==> config.mk <==
export PLATFORM = sky130hd
export DESIGN_NAME = multi_seven_seg
export DESIGN_NICKNAME = d
export VERILOG_FILES = /design/src/rtl/seven_seg_pkg.sv /design/src/rtl/seven_seg_decoder.sv /design/src/rtl/multi_seven_seg.sv
export SDC_FILE = /design/constraint.sdc
export NUM_CORES = 1
export LEC_CHECK = 0
export CORE_ASPECT_RATIO = 1.5
export CORE_MARGIN = 4
export CORE_UTILIZATION = 40
export CTS_BUF_LIST = sky130_fd_sc_hd__clkbuf_8
export DETAILED_ROUTE_END_ITERATION = 8
export HOLD_SLACK_MARGIN = 0.08
export PLACE_DENSITY = 0.63
export SLEW_MARGIN = 10
export SYNTH_ARGS = -nofsm -noshare
export SYNTH_HDL_FRONTEND = slang
export SYNTH_SLANG_ARGS = --single-unit
export TNS_END_PERCENT = 50
==> constraint.sdc <==
create_clock -name clk -period 2.5 [get_ports clk]
set_input_delay 0.5 -clock clk [delete_from_list [all_inputs] [get_ports clk]]
set_output_delay 0.5 -clock clk [all_outputs]
set_load 0.01 [all_outputs]
==> src/rtl/seven_seg_pkg.sv <==
// Shared constants for the multiplexed seven-segment driver: blank code,
// active-low hex glyph table ({g..a} order) and the digit-index width helper.
package seven_seg_pkg;

  localparam logic [6:0] SEG_BLANK = 7'h7F;

  localparam logic [6:0] SEG_TABLE [16] = '{
    7'h40, 7'h79, 7'h24, 7'h30, 7'h19, 7'h12, 7'h02, 7'h78,
    7'h00, 7'h10, 7'h08, 7'h03, 7'h46, 7'h21, 7'h06, 7'h0E
  };

  function automatic int idx_width(input int n);
    return (n < 2) ? 1 : $clog2(n);
  endfunction

endpackage

==> src/rtl/seven_seg_decoder.sv <==
// Combinational hex-to-segment decoder; output is active low, {g..a}.
module seven_seg_decoder
  import seven_seg_pkg::*;
(
  input  logic [3:0] hex,
  output logic [6:0] seg
);

  assign seg = SEG_TABLE[hex];

endmodule

==> src/rtl/multi_seven_seg.sv <==
// Time-multiplexed common-anode driver with frame shadowing, blank/blink and
// PWM brightness. Define LEADING_ZERO_SUPPRESS_EN to blank leading zero digits.
module multi_seven_seg
  import seven_seg_pkg::*;
#(
  parameter int NUM_DIGITS = 4,
  parameter int PRESCALE_W = 11,
  parameter int BLINK_W    = 24
) (
  input  logic                      clk,
  input  logic                      rst,
  input  logic [4*NUM_DIGITS-1:0]   val,
  input  logic [NUM_DIGITS-1:0]     dots,
  input  logic [NUM_DIGITS-1:0]     blank,
  input  logic [NUM_DIGITS-1:0]     blink,
  input  logic [3:0]                brightness,
  output logic [NUM_DIGITS-1:0]     an,
  output logic [6:0]                seg,
  output logic                      dp
);

  localparam int               IDX_W    = idx_width(NUM_DIGITS);
  localparam logic [IDX_W-1:0] LAST_IDX = IDX_W'(NUM_DIGITS - 1);

  logic [PRESCALE_W-1:0]   prescaler;
  logic [BLINK_W-1:0]      blink_cnt;
  logic [IDX_W-1:0]        idx;
  logic [4*NUM_DIGITS-1:0] sh_val;
  logic [NUM_DIGITS-1:0]   sh_dots;
  logic [NUM_DIGITS-1:0]   sh_blank;
  logic [NUM_DIGITS-1:0]   sh_blink;

  logic                    tick;
  logic                    frame_end;
  logic [3:0]              duty;
  logic                    pwm_en;
  logic                    ghost;
  logic                    blink_dark;
  logic [3:0]              cur_hex;
  logic                    cur_dot;
  logic                    cur_supp;
  logic [6:0]              cur_seg;
  logic [NUM_DIGITS-1:0]   suppress;
  logic                    digit_on;
  logic                    anode_on;

  assign tick       = (prescaler == '1);
  assign frame_end  = tick && (idx == LAST_IDX);
  assign duty       = prescaler[PRESCALE_W-1 -: 4];
  assign pwm_en     = (brightness == 4'hF) || (duty < brightness);
  // Dead time at the start of every slot lets segments settle between digits.
  assign ghost      = (duty == 4'h0) && (brightness != 4'hF);
  assign blink_dark = blink_cnt[BLINK_W-1] && sh_blink[idx];
  assign cur_hex    = sh_val[{idx, 2'b00} +: 4];
  assign cur_dot    = sh_dots[idx];
  assign cur_supp   = suppress[idx];

`ifdef LEADING_ZERO_SUPPRESS_EN
  logic leading;

  // NOTE: every variable written here gets a default first, so no latch is inferred.
  always_comb begin
    leading  = 1'b1;
    suppress = '0;
    for (int i = NUM_DIGITS - 1; i > 0; i--) begin
      if (sh_val[4*i +: 4] != 4'h0) leading = 1'b0;
      suppress[i] = leading;
    end
  end
`else
  assign suppress = '0;
`endif

  assign digit_on = pwm_en && !ghost && !sh_blank[idx] && !blink_dark;
  // A suppressed zero still drives its anode when only the decimal point is wanted.
  assign anode_on = digit_on && !(cur_supp && !cur_dot);

  seven_seg_decoder u_decoder (
    .hex (cur_hex),
    .seg (cur_seg)
  );

  // NOTE: sequential state uses non-blocking assignments so every register samples pre-edge values.
  always_ff @(posedge clk or posedge rst) begin
    if (rst) begin
      prescaler <= '0;
      blink_cnt <= '0;
      idx       <= '0;
      sh_val    <= '0;
      sh_dots   <= '0;
      sh_blank  <= '0;
      sh_blink  <= '0;
      an        <= '1;
      seg       <= SEG_BLANK;
      dp        <= 1'b1;
    end else begin
      prescaler <= prescaler + 1'b1;
      blink_cnt <= blink_cnt + 1'b1;

      if (tick) idx <= (idx == LAST_IDX) ? '0 : idx + 1'b1;

      if (frame_end) begin
        sh_val   <= val;
        sh_dots  <= dots;
        sh_blank <= blank;
        sh_blink <= blink;
      end

      if (anode_on) begin
        an  <= ~(NUM_DIGITS'(1) << idx);
        seg <= cur_supp ? SEG_BLANK : cur_seg;
        dp  <= ~cur_dot;
      end else begin
        an  <= '1;
        seg <= SEG_BLANK;
        dp  <= 1'b1;
      end
    end
  end

endmodule

Yosys cells after proc, flatten, opt, wreduce, memory -nomap -nowiden:

Memory sizes are Yosys's and may differ from the RTL's.
Index checks and enable logic that the tools add are counted.

* $add $sub $neg: 3
* magnitude comparators: 3
* equality and inequality tests: 4
* shift-type cells: 2
* muxes and demuxes: 15
* bitwise operators: 3
* reductions and logical operators: 15

Operators with widths (number)
* 7-bit 2-to-1 mux: 4
* 24-bit by 1-bit adder with 24-bit output, second input constant: 1
* 16-bit by 5-bit indexed part select with 4-bit output: 1
* 11-bit by 1-bit adder with 11-bit output, second input constant: 1
* 11-bit == test, second input constant: 1
* 1-bit binary-select mux with 2-bit select: 4
* 1-bit logical AND: 8
* 5-bit >= comparator, second input constant: 1
* 1-bit logical NOT: 5
* 1-bit 2-to-1 mux: 5
* 4-bit NOT with 5-bit output: 1
* 4-bit == test, second input constant: 1
* 4-bit logical NOT: 1
* 4-bit < comparator: 1
* 4-bit 2-to-1 mux: 1
* 4-bit inequality test, second input constant: 1
* 4-bit NOT: 1
* 1-bit by 2-bit left shift with 4-bit output, first input constant: 1
* 2-bit by 3-bit < comparator with 1-bit output, second input constant: 1
* 2-bit by 1-bit adder with 2-bit output, second input constant: 1
* 2-bit == test, second input constant: 1
* 2-bit 2-to-1 mux: 1
* 1-bit logical OR: 1
* 1-bit NOT: 1

* register bits: 77
* ROM bits: 112
* input port bits: 34
* output and inout port bits: 12
* word-level logic and storage cells: 56
* memories: 1

Memories
* (name not given): words 16, bits a word 7, rd ports 1, clocked after Yosys merged registers in 0, wr ports 0, RTL line seven_seg_decoder.sv:9 `assign seg = SEG_TABLE[hex];`

Longest topological paths before layout:

Gate-level depths: netlist of run 1.

* word-level depth: 8
* gate-level depth with buffers: 9

Hierarchy:

From an unflattened synthesis of run 1, not the netlist that was laid out.

* cells, all modules: 275
* area, all modules: 3703.6 um2

By module, submodules not included
* multi_seven_seg: instances 1, cells each 243, area an instance 3428.3 um2, sequential area each 1941.9 um2
* seven_seg_decoder: instances 1, cells each 32, area an instance 275.3 um2, sequential area each 0.0 um2

Least setup slack after synthesis of run 1:

Ideal clock, no wire load.

* kind: register -> register
* from: register idx[0]
* to: register seg[0]
* setup time: 0.093 ns
* data arrival time: 2.015 ns
* data required time: 2.407 ns
* setup slack: 0.391 ns
* stages on the path, launching flop included: 7
* period minus slack after synthesis: 2.109 ns
* cell sequence: dfrtp_1 > buf_2 > mux4_2 > ha_1 > mux2_2 > a21oi_1 > o211ai_1

* cells in the longest elaborated chain, start to end: 7
* elaborated cells between the ends (all ways): 24
* those cells by class: shift: 1; mux: 12; bitwise: 1; reduce/logical: 9; memory: 1

Ends and longest elaborated chain
* start, declared: RTL line multi_seven_seg.sv:27 `logic [IDX_W-1:0] idx;`
* start signal, assigned: RTL line multi_seven_seg.sv:100 `if (tick) idx <= (idx == LAST_IDX) ? '0 : idx + 1'b1;`
* 16-bit by 5-bit indexed part select with 4-bit output, or another cell as far along: RTL line multi_seven_seg.sv:54 `assign cur_hex = sh_val[{idx, 2'b00} +: 4];`
* 4-bit NOT with 5-bit output (implied by the code), or another cell as far along: RTL line seven_seg_decoder.sv:9
* memory 16 x 7 bit, or another cell as far along
* 7-bit 2-to-1 mux (implied by the code), or another cell as far along (2 in series): RTL line seven_seg_decoder.sv:9
* 7-bit 2-to-1 mux / 1-bit logical AND (equally long branches): RTL line multi_seven_seg.sv:111, multi_seven_seg.sv:76
* 7-bit 2-to-1 mux (*): RTL line multi_seven_seg.sv:109 `if (anode_on) begin`
* end signal, assigned: RTL line multi_seven_seg.sv:111 `seg <= cur_supp ? SEG_BLANK : cur_seg;`
* end, declared: RTL line multi_seven_seg.sv:18 `output logic [6:0] seg,`

Mark *: on every way between the ends. The rest lies on a longest branch, timed or not. The select of a mux whose other input is x is not followed.
A chain may end at the register's enable or synchronous reset.

Final worst setup path of run 1:

Ends and elaborated chain as after synthesis.

==> metrics.csv, run 1 <==
stage,metric,value,unit
global_route,largest net degree at the start of global routing,78,
power_and_ir_drop,pwr/cell area,541,nW/µm²
setup_path,Worst EP required,2.78,ns
layout,layout overhead on the synthesized area,21.8,%
clock_network,Worst-path clk slew,0.08,ns
setup_path,Startpoint Class,register,
sta,Final Hold Violating Endpoints,0,
clock_network,Skew-Pair Late Insertion Delay,0.36,ns
routing,vias per cell,4.95,
power_and_ir_drop,Leak,2.03,nW
yosys,"Seq/Total Area, Yosys",52.9,%
sta,Final Max Slew Viols,0,
yosys,Synth cell types,38,
sta,Final Hold Slack,0.467,ns
clock_network,TritonCTS buffer count,9,
yosys,share of the synthesized area in the top cell type,44.3,%
setup_path,crit path max fanout,9,
global_route,global route overflow,0,
yosys,Synth Area in XOR/XNOR,7.87,%
global_route,global-route wire length before repair,11.1,mm
placed_design,dpl hpwl,4.71,mm
routing,via count,2232,
clock_network,clock buffer depth,2,
yosys,largest family of logic cells by synthesized area,multiplexers,
sta,Setup Skew,0.0128,ns
layout,fin util,50.4,%
status,status,"finished, final reports clean",
layout,nets@finish,385,
placed_design,Placement Cell Area,4270,µm²
die,Die H,125,µm
sta,Slew @ Worst Pin,0.476,ns
routing,DRT iter0 DRCs,69,
flow_run,Max-Cap Viols,0,
placed_design,GP Congestion,0.780,
global_route,initial antenna violation count,0,
routing,DRC,0,
sta,unrepaired setup endpoints after global routing,false,
setup_path,endpoint class of the critical path,register,
routing,Initial DRT Pass Iterations,4,
sta,final setup violation count,0,
routing,routed wire length,6.45,mm
sta,fin worst setup slack,0.331,ns
sta,fmax,461,MHz
sta,Slew HR,67.4,%
yosys,post-synthesis register bit count,77,
die,Initial Utilization,41.4,%
power_and_ir_drop,Max rail drop VDD,327,µV
die,die area,10800,µm²
layout,most frequent cells in the layout,"dfrtp_1, clkdlybuf4s50_1, nand2_1",
layout,share of cells above drive strength 1,21.4,%
yosys,number of synthesis warnings,0,
clock_network,post-CTS sizing,0,
global_route,vias in the first global route,2365,
yosys,Post-Synthesis Cells,284,
yosys,simple logic cell fraction of the synthesized area,11.0,%
clock_network,CTS H-tree depth,3,
clock_network,CTS tree,done,
yosys,Compound-Gate Fraction of Synth Area,3.61,%
die,io pins,46,
die,core area,8880,µm²
yosys,syn nets,333,
yosys,mux share of post-synthesis cell area,16.9,%
yosys,"Cell Area, Synth",3670,µm²
setup_path,Worst EP arrival,2.45,ns
sta,Final period util,86.8,%
layout,Final Instance Area,4470,µm²
routing,wire per inst,14.3,µm
layout,"commonest non-fill, non-tap cell in the layout",dfrtp_1,
clock_network,Post CTS Setup Buffer Count,0,
layout,FF/Latch Area,1940,µm²
yosys,Post-Synth Adder-Cell Area,5.11,%
routing,Post-DRT Antenna Nets,0,
layout,area of the multi-input gates,1630,µm²
yosys,"Avg Cell Area, Syn",12.9,µm²
layout,filler instances,787,
sta,setup_tns,0,ns
placed_design,Port Buf Inserts,45,
die,die width,86.2,µm
yosys,cell accounting for the most synthesized area,dfrtp_1,
global_route,GR Util All Layers,13.3,%
setup_path,CP Class,register to register,
layout,Ant. Diodes,0,
die,row cnt,42,
hold_path,Hold Crit Class,register to register,
clock_network,CTS Hold Bufs,0,
clock_network,clk root buf,clkbuf_8,
sta,clock period minus worst slack,2.17,ns
placed_design,dpl ws,0.266,ns
yosys,largest cells by area after synthesis,"dfrtp_1, dfstp_2, mux2_4",
clock_network,Sink Count,77,
final cells by class:
class | count | area share (%)
sequential | 77 | 43.4
multi-input combinational | 186 | 36.5
timing repair buffer | 50 | 11.5
clock buffer | 11 | 3.38
tap | 110 | 3.08
clock inverter | 5 | 1.15
inverter | 12 | 1.01
registers in the layout, indices dropped and copies added, names as in the netlist:
name       count
sh_blink       4
idx            2
sh_blank       4
dp             1
seg            7
sh_val        16
prescaler     11
blink_cnt     24
sh_dots        4
an             4
kinds of logic (layout without fill, tap and decap cells):
| logic type | after synthesis | in the layout |
|---|---|---|
| multiplexers | 43 | 43 |
| flip-flops | 77 | 77 |
| AO/OA/AOI/OAI | 20 | 20 |
| AND/OR/NAND/NOR | 75 | 75 |
| adder cells (fa/ha/maj) | 15 | 15 |
| buffers and inverters | 21 | 78 |
| XOR/XNOR | 33 | 33 |
per-layer routing:
layer | GRT usage (%) | share of wire [%]
met1 | 15.2 | 41
met2 | 22.5 | 53
met3 | 3.95 | 3.5
met4 | 5.78 | 2.2
met5 | 0 | 0
cells in the mapped netlist (all sizes together):
cell type	n
a211oi	1
a21o	1
a21oi	4
a22oi	2
a31oi	2
and2	1
and3	9
and4	4
buf	6
clkbuf	3
dfrtp	65
dfstp	12
ha	15
inv	12
mux2	31
mux2i	6
mux4	6
nand2	28
nand2b	2
nand3	17
nand4	3
nor2	5
nor2b	2
nor3	1
nor3b	2
nor4	1
o211ai	4
o21ai	3
o221ai	1
o22a	1
o31ai	1
xnor2	23
xor2	10
worst paths after layout:
kind | startpoint | end | slack [ns] | depth (start not counted)
worst max-delay path | idx[0]$_DFFE_PP0N_ | seg[0]$_DFF_PP1_ | 0.33 | 7
worst min-delay path | blink_cnt[17]$_DFF_PP0_ | blink_cnt[17]$_DFF_PP0_ | 0.47 | 1
worst max register to register | idx[0]$_DFFE_PP0N_ | seg[0]$_DFF_PP1_ | 0.33 | 7
worst min register to register | blink_cnt[17]$_DFF_PP0_ | blink_cnt[17]$_DFF_PP0_ | 0.47 | 1
max in group asynchronous | rst | an[2]$_DFF_PP1_ | 1.62 | 3
min in group asynchronous | rst | prescaler[7]$_DFF_PP0_ | 0.54 | 3
critical path, cell delays in order, from the launching register on:
cell	delay, ns
dfrtp_1	0.62
mux4_2	0.63
inv_1	0.14
ha_1	0.28
mux2i_1	0.11
nor2_1	0.10
a21oi_1	0.05
o211ai_1	0.17
where the power goes:
group / internal, mW / switching, mW / total (mW) / leakage [nW]
Sequential: 1.27 / 0.0172 / 1.29 / 0.941
Clock: 0.509 / 0.447 / 0.955 / 0.112
Combinational: 0.105 / 0.0708 / 0.176 / 0.973
Total: 1.89 / 0.535 / 2.42 / 2.03
per-stage QoR:
stage / total power [mW] / std cells
2_1_floorplan: 1.40 / 284
3_3_place_gp: 1.49 / 435
3_5_place_dp: 1.49 / 435
4_1_cts: 2.46 / 451
5_1_grt: 2.52 / 451
6_report: 2.42 / 451
Power figures use the tool's default switching activity.
==> inputs of run 2 (changes only) <==
--- a/config.mk
+++ b/config.mk
@@ -6,7 +6,7 @@
 export NUM_CORES = 1
 export LEC_CHECK = 0
 export CORE_ASPECT_RATIO = 1.5
-export CORE_MARGIN = 4
+export CORE_MARGIN = 1
 export CORE_UTILIZATION = 40
 export CTS_BUF_LIST = sky130_fd_sc_hd__clkbuf_8
 export DETAILED_ROUTE_END_ITERATION = 8
==> metrics.csv, run 2 (same netlist as run 1, synthesis figures left out) <==
stage,metric,value,unit,change
clock_network,clock buffer depth,2,,unchanged
sta,setup_tns,0,ns,unchanged
layout,fin cells,452,,was 451
clock_network,Skew-Pair Late Insertion Delay,0.35,ns,was 0.36 ns
global_route,vias in the first global route,2347,,"was 2,365"
sta,Final period util,87.0,%,was 86.8%
global_route,GR Util All Layers,15.4,%,was 13.3%
layout,most frequent cells in the layout,"dfrtp_1, clkdlybuf4s50_1, nand2_1",,unchanged
routing,Initial DRT Pass Iterations,4,,unchanged
clock_network,Post CTS Setup Buffer Count,0,,unchanged
sta,final setup violation count,0,,unchanged
layout,share of cells above drive strength 1,22.2,%,was 21.4%
clock_network,post-CTS sizing,0,,unchanged
die,die area,9580,µm²,"was 10,800 µm²"
setup_path,Startpoint Class,register,,unchanged
routing,via count,2264,,"was 2,232"
setup_path,Worst R2R End,seg[0]$_DFF_PP1_,,unchanged
status,status,"finished, final reports clean",,unchanged
routing,DRT iter0 DRCs,97,,was 69
clock_network,TritonCTS buffer count,9,,unchanged
setup_path,R2R cell count,7,,unchanged
sta,Final Max Slew Viols,0,,unchanged
power_and_ir_drop,Comb power frac,7.1,%,was 7.3%
power_and_ir_drop,NetSw,0.533,mW,was 0.535 mW
sta,unrepaired setup endpoints after global routing,false,,unchanged
layout,filler instances,792,,was 787
die,io pins,46,,unchanged
power_and_ir_drop,pwr/cell area,565,nW/µm²,was 541 nW/µm²
layout,area of the multi-input gates,1630,µm²,unchanged
setup_path,Worst EP required,2.78,ns,about the same
global_route,global route overflow,0,,unchanged
placed_design,dpl hpwl,4.65,mm,was 4.71 mm
power_and_ir_drop,Int Pwr,2.02,mW,was 1.89 mW
layout,FF/Latch Area,1940,µm²,unchanged
layout,top flop regs,"blink_cnt: 24 flops, sh_val: 16 flops, prescaler: 11 flops",,unchanged
power_and_ir_drop,Leak,2.04,nW,was 2.03 nW
sta,Slew @ Worst Pin,0.458,ns,was 0.476 ns
die,Initial Utilization,41.4,%,unchanged
routing,routed wire length,6.33,mm,was 6.45 mm
setup_path,WP buf/inv,1,,unchanged
clock_network,CTS tree,done,,unchanged
setup_path,endpoint class of the critical path,register,,unchanged
placed_design,dpl ws,0.270,ns,was 0.266 ns
sta,Slew HR,68.6,%,was 67.4%
global_route,largest net degree at the start of global routing,37,,was 78
power_and_ir_drop,switching fraction of total power,20.9,%,was 22.1%
global_route,initial antenna violation count,0,,unchanged
die,core area,8880,µm²,unchanged
hold_path,Hold Crit Class,primary input to asynchronous set/reset pin,,was register to register
routing,Post-DRT Antenna Nets,0,,unchanged
placed_design,GP Congestion,0.757,,was 0.780
placed_design,Placement Cell Area,4290,µm²,was 4270 µm²
die,die width,80.2,µm,was 86.2 µm
power_and_ir_drop,Clk pwr share,42.4,%,was 39.5%
global_route,global-route wire length before repair,10.9,mm,was 11.1 mm
sta,fmax,460,MHz,was 461 MHz
clock_network,clk root buf,clkbuf_8,,unchanged
die,Die H,119,µm,was 125 µm
sta,Final Hold Violating Endpoints,0,,unchanged
layout,Ant. Diodes,0,,unchanged
flow_run,Max-Cap Viols,0,,unchanged
setup_path,Top delay family on crit path,multiplexers,,unchanged
sta,fin worst setup slack,0.325,ns,was 0.331 ns
layout,layout overhead on the synthesized area,23.0,%,was 21.8%
layout,Final Instance Area,4520,µm²,was 4470 µm²
setup_path,r2r startpoint,idx[0]$_DFFE_PP0N_,,unchanged
clock_network,Sink Count,77,,unchanged
setup_path,CP cell instances,"mux4_2, inv_1, ha_1, mux2i_1, nor2_1, a21oi_1, o211ai_1",,unchanged
placed_design,cell total after placement,437,,was 435
power_and_ir_drop,Max rail drop VDD,335,µV,was 327 µV
layout,Largest register FFs,24,,unchanged
setup_path,crit path max fanout,9,,unchanged
sta,Final Hold Slack,0.379,ns,was 0.467 ns
sta,clock period minus worst slack,2.18,ns,was 2.17 ns
layout,nets@finish,387,,was 385
setup_path,CP Class,register to register,,unchanged
sta,Setup Skew,0.0114,ns,was 0.0128 ns
layout,largest reg by FF count,blink_cnt,,unchanged
layout,"commonest non-fill, non-tap cell in the layout",dfrtp_1,,unchanged
clock_network,CTS Hold Bufs,0,,unchanged
routing,wire per inst,14.0,µm,was 14.3 µm
routing,vias per cell,5.01,,was 4.95
setup_path,"Slowest-stage cell, CP",mux4_2,,unchanged
setup_path,"slowest stage delay, CP",0.64,ns,was 0.63 ns
clock_network,Worst-path clk slew,0.08,ns,about the same
die,row cnt,42,,unchanged
routing,DRC,0,,unchanged
power_and_ir_drop,Seq pwr share,50.5,%,was 53.3%
setup_path,Worst EP arrival,2.45,ns,about the same
clock_network,CTS H-tree depth,3,,unchanged
placed_design,Port Buf Inserts,45,,unchanged
setup_path,reg2reg setup slack,0.32,ns,was 0.33 ns
==> run 2: metrics by stage <==
stage | utilization [%] | power [mW]
floorplan | - | 1.40
global placement | 48.3 | 1.49
detailed placement | 48.3 | 1.50
CTS | 50.9 | 2.59
global route | 50.9 | 2.65
finish | 50.9 | 2.55
==> run 2: metal layers <==
layer	GRT usage [%]	wire (µm)	vias to the layer above
met3	3.68	166	18
met1	18.4	2670	1116
met2	24.7	3250	36
li1	-	-	1094
met5	0	0	-
met4	9.15	239	0
==> run 2: power by group through the flow <==
stage | Sequential [mW] | Clock [mW] | Combinational [mW]
floorplan | 1.31 | 0 | 0.0959
global placement | 1.31 | 0 | 0.180
detailed placement | 1.31 | 0 | 0.183
CTS | 1.29 | 1.11 | 0.184
global route | 1.29 | 1.16 | 0.200
finish | 1.29 | 1.08 | 0.180
==> run 2: worst max path at each step <==
stage	depth (start not counted)	start	end	slack [ns]
global placement	8	brightness[3]	seg[2]$_DFF_PP1_	0.29
detailed placement	8	brightness[3]	seg[2]$_DFF_PP1_	0.27
CTS	7	idx[0]$_DFFE_PP0N_	seg[0]$_DFF_PP1_	0.31
finish	7	idx[0]$_DFFE_PP0N_	seg[0]$_DFF_PP1_	0.32
floorplan	1	rst	blink_cnt[0]$_DFF_PP0_	0.05
global route	7	idx[0]$_DFFE_PP0N_	seg[0]$_DFF_PP1_	0.09
==> run 2: final cells by class <==
| class | count | area share [%] |
|---|---|---|
| sequential | 77 | 43.0 |
| multi-input combinational | 186 | 36.1 |
| timing repair buffer | 52 | 11.7 |
| clock buffer | 12 | 3.66 |
| tap | 110 | 3.05 |
| clock inverter | 3 | 1.50 |
| inverter | 12 | 0.997 |
==> inputs of run 3 (changes only) <==
==> constraint.sdc (replaced) <==
create_clock -name clk -period 2.5 [get_ports clk]
set_input_delay 0.5 -clock clk [delete_from_list [all_inputs] [get_ports clk]]
set_output_delay 0.5 -clock clk [all_outputs]
set_load 0.1 [all_outputs]
==> metrics.csv, run 3 (same netlist as run 1, synthesis figures left out) <==
stage,metric,value,unit,change
layout,Final Instance Area,4440,µm²,was 4520 µm²
sta,Slew HR,67.5,%,was 68.6%
placed_design,cell total after placement,435,,was 437
setup_path,Worst EP required,2.79,ns,was 2.78 ns
placed_design,Port Buf Inserts,45,,unchanged
sta,Final period util,87.3,%,was 87.0%
layout,most frequent cells in the layout,"dfrtp_1, clkdlybuf4s50_1, nand2_1",,unchanged
layout,fin cells,451,,was 452
setup_path,crit path max fanout,9,,unchanged
sta,setup_tns,0,ns,unchanged
die,die width,80.2,µm,unchanged
routing,DRT iter0 DRCs,110,,was 97
placed_design,dpl hpwl,4.62,mm,was 4.65 mm
power_and_ir_drop,Seq pwr share,53.0,%,was 50.5%
setup_path,Startpoint Class,register,,unchanged
setup_path,reg2reg setup slack,0.32,ns,about the same
layout,Ant. Diodes,0,,unchanged
clock_network,Sink Count,77,,unchanged
placed_design,Placement Cell Area,4240,µm²,was 4290 µm²
die,Die H,119,µm,unchanged
layout,top flop regs,"blink_cnt: 24 flops, sh_val: 16 flops, prescaler: 11 flops",,unchanged
sta,Final Hold Violating Endpoints,0,,unchanged
hold_path,Hold Crit Class,primary input to asynchronous set/reset pin,,unchanged
die,core area,8880,µm²,unchanged
global_route,GR Util All Layers,15.5,%,was 15.4%
power_and_ir_drop,Clk pwr share,39.2,%,was 42.4%
setup_path,Worst R2R End,seg[0]$_DFF_PP1_,,unchanged
die,Initial Utilization,41.4,%,unchanged
sta,fmax,458,MHz,was 460 MHz
setup_path,Worst EP arrival,2.47,ns,was 2.45 ns
die,row cnt,42,,unchanged
layout,layout overhead on the synthesized area,20.9,%,was 23.0%
power_and_ir_drop,Max rail drop VDD,389,µV,was 335 µV
global_route,largest net degree at the start of global routing,60,,was 37
sta,clock period minus worst slack,2.18,ns,about the same
routing,DRC,0,,unchanged
power_and_ir_drop,Int Pwr,1.86,mW,was 2.02 mW
die,die area,9580,µm²,unchanged
global_route,initial antenna violation count,0,,unchanged
routing,Initial DRT Pass Iterations,4,,unchanged
routing,vias per cell,4.99,,was 5.01
setup_path,R2R cell count,7,,unchanged
clock_network,CTS H-tree depth,3,,unchanged
power_and_ir_drop,Pwr Total,2.43,mW,was 2.55 mW
sta,unrepaired setup endpoints after global routing,false,,unchanged
clock_network,CTS tree,done,,unchanged
power_and_ir_drop,Comb power frac,7.9,%,was 7.1%
power_and_ir_drop,pwr/cell area,548,nW/µm²,was 565 nW/µm²
setup_path,r2r startpoint,idx[0]$_DFFE_PP0N_,,unchanged
global_route,global route overflow,0,,unchanged
layout,Largest register FFs,24,,unchanged
layout,"commonest non-fill, non-tap cell in the layout",dfrtp_1,,unchanged
clock_network,CTS Hold Bufs,0,,unchanged
sta,Slew @ Worst Pin,0.474,ns,was 0.458 ns
layout,largest reg by FF count,blink_cnt,,unchanged
routing,via count,2252,,"was 2,264"
routing,routed wire length,6.43,mm,was 6.33 mm
clock_network,clk root buf,clkbuf_8,,unchanged
flow_run,Max-Cap Viols,0,,unchanged
power_and_ir_drop,NetSw,0.570,mW,was 0.533 mW
clock_network,TritonCTS buffer count,9,,unchanged
setup_path,CP Class,register to register,,unchanged
status,status,"finished, final reports clean",,unchanged
routing,Post-DRT Antenna Nets,0,,unchanged
power_and_ir_drop,Leak,2.01,nW,was 2.04 nW
global_route,global-route wire length before repair,11.1,mm,was 10.9 mm
layout,share of cells above drive strength 1,25.2,%,was 22.2%
clock_network,post-CTS sizing,0,,unchanged
routing,wire per inst,14.3,µm,was 14.0 µm
clock_network,Post CTS Setup Buffer Count,0,,unchanged
sta,final setup violation count,0,,unchanged
placed_design,GP Congestion,0.745,,was 0.757
layout,nets@finish,385,,was 387
sta,Final Max Slew Viols,0,,unchanged
power_and_ir_drop,switching fraction of total power,23.4,%,was 20.9%
die,io pins,46,,unchanged
clock_network,clock buffer depth,2,,unchanged
sta,Setup Skew,0.0111,ns,was 0.0114 ns
setup_path,endpoint class of the critical path,register,,unchanged
global_route,vias in the first global route,2443,,"was 2,347"
clock_network,Skew-Pair Late Insertion Delay,0.36,ns,was 0.35 ns
clock_network,Worst-path clk slew,0.08,ns,about the same
## run 3: cell type report
| type | count | area [µm²] |
|---|---|---|
| flip-flops and latches | 77 | 1940 |
| clock inverters | 6 | 63.8 |
| clock buffers | 10 | 138 |
| multi-input cells | 186 | 1630 |
| repair buffers | 50 | 483 |
| well taps | 110 | 138 |
| inverters | 12 | 45.0 |
| fillers | 805 | 4440 |
## run 3: critical path: stages, from the launching register on
cell      delay [ns]
dfrtp_1         0.63
mux4_2          0.64
inv_1           0.13
ha_1            0.28
mux2i_1         0.11
nor2_1          0.10
a21oi_1         0.05
o211ai_1        0.16
## run 3: worst max-delay path by stage
stage	startpoint	end	slack, ns	cells after the start
6_report	idx[0]$_DFFE_PP0N_	seg[0]$_DFF_PP1_	0.32	7
4_1_cts	idx[0]$_DFFE_PP0N_	seg[0]$_DFF_PP1_	0.28	7
5_1_grt	idx[0]$_DFFE_PP0N_	seg[0]$_DFF_PP1_	0.10	7
3_3_place_gp	brightness[3]	seg[2]$_DFF_PP1_	0.29	8
3_5_place_dp	brightness[3]	seg[2]$_DFF_PP1_	0.29	8
2_1_floorplan	rst	blink_cnt[0]$_DFF_PP0_	0.05	1
## run 3: through the flow
step / util [%] / hold WS [ns] / setup WS [ns]
2_1_floorplan: - / 0.438 / 0.0532
3_3_place_gp: 47.7 / 0.451 / 0.290
3_5_place_dp: 47.7 / 0.455 / 0.292
4_1_cts: 50.0 / 0.447 / 0.277
5_1_grt: 50.0 / 0.483 / 0.100
6_report: 50.0 / 0.450 / 0.318
## run 3: per-layer routing
metal	track usage (%)	part of all wire (%)	vias up
met5	0	0	-
met4	7.37	2.1	0
met3	4.37	3.5	14
met2	26.1	52	37
met1	17.9	42	1111
li1	-	-	1090
## run 3: power groups by stage
stage	Clock, mW	Combinational [mW]	Sequential, mW
2_1_floorplan	0	0.0959	1.32
3_3_place_gp	0	0.191	1.31
3_5_place_dp	0	0.195	1.31
4_1_cts	0.989	0.195	1.29
5_1_grt	1.04	0.210	1.29
6_report	0.953	0.191	1.29
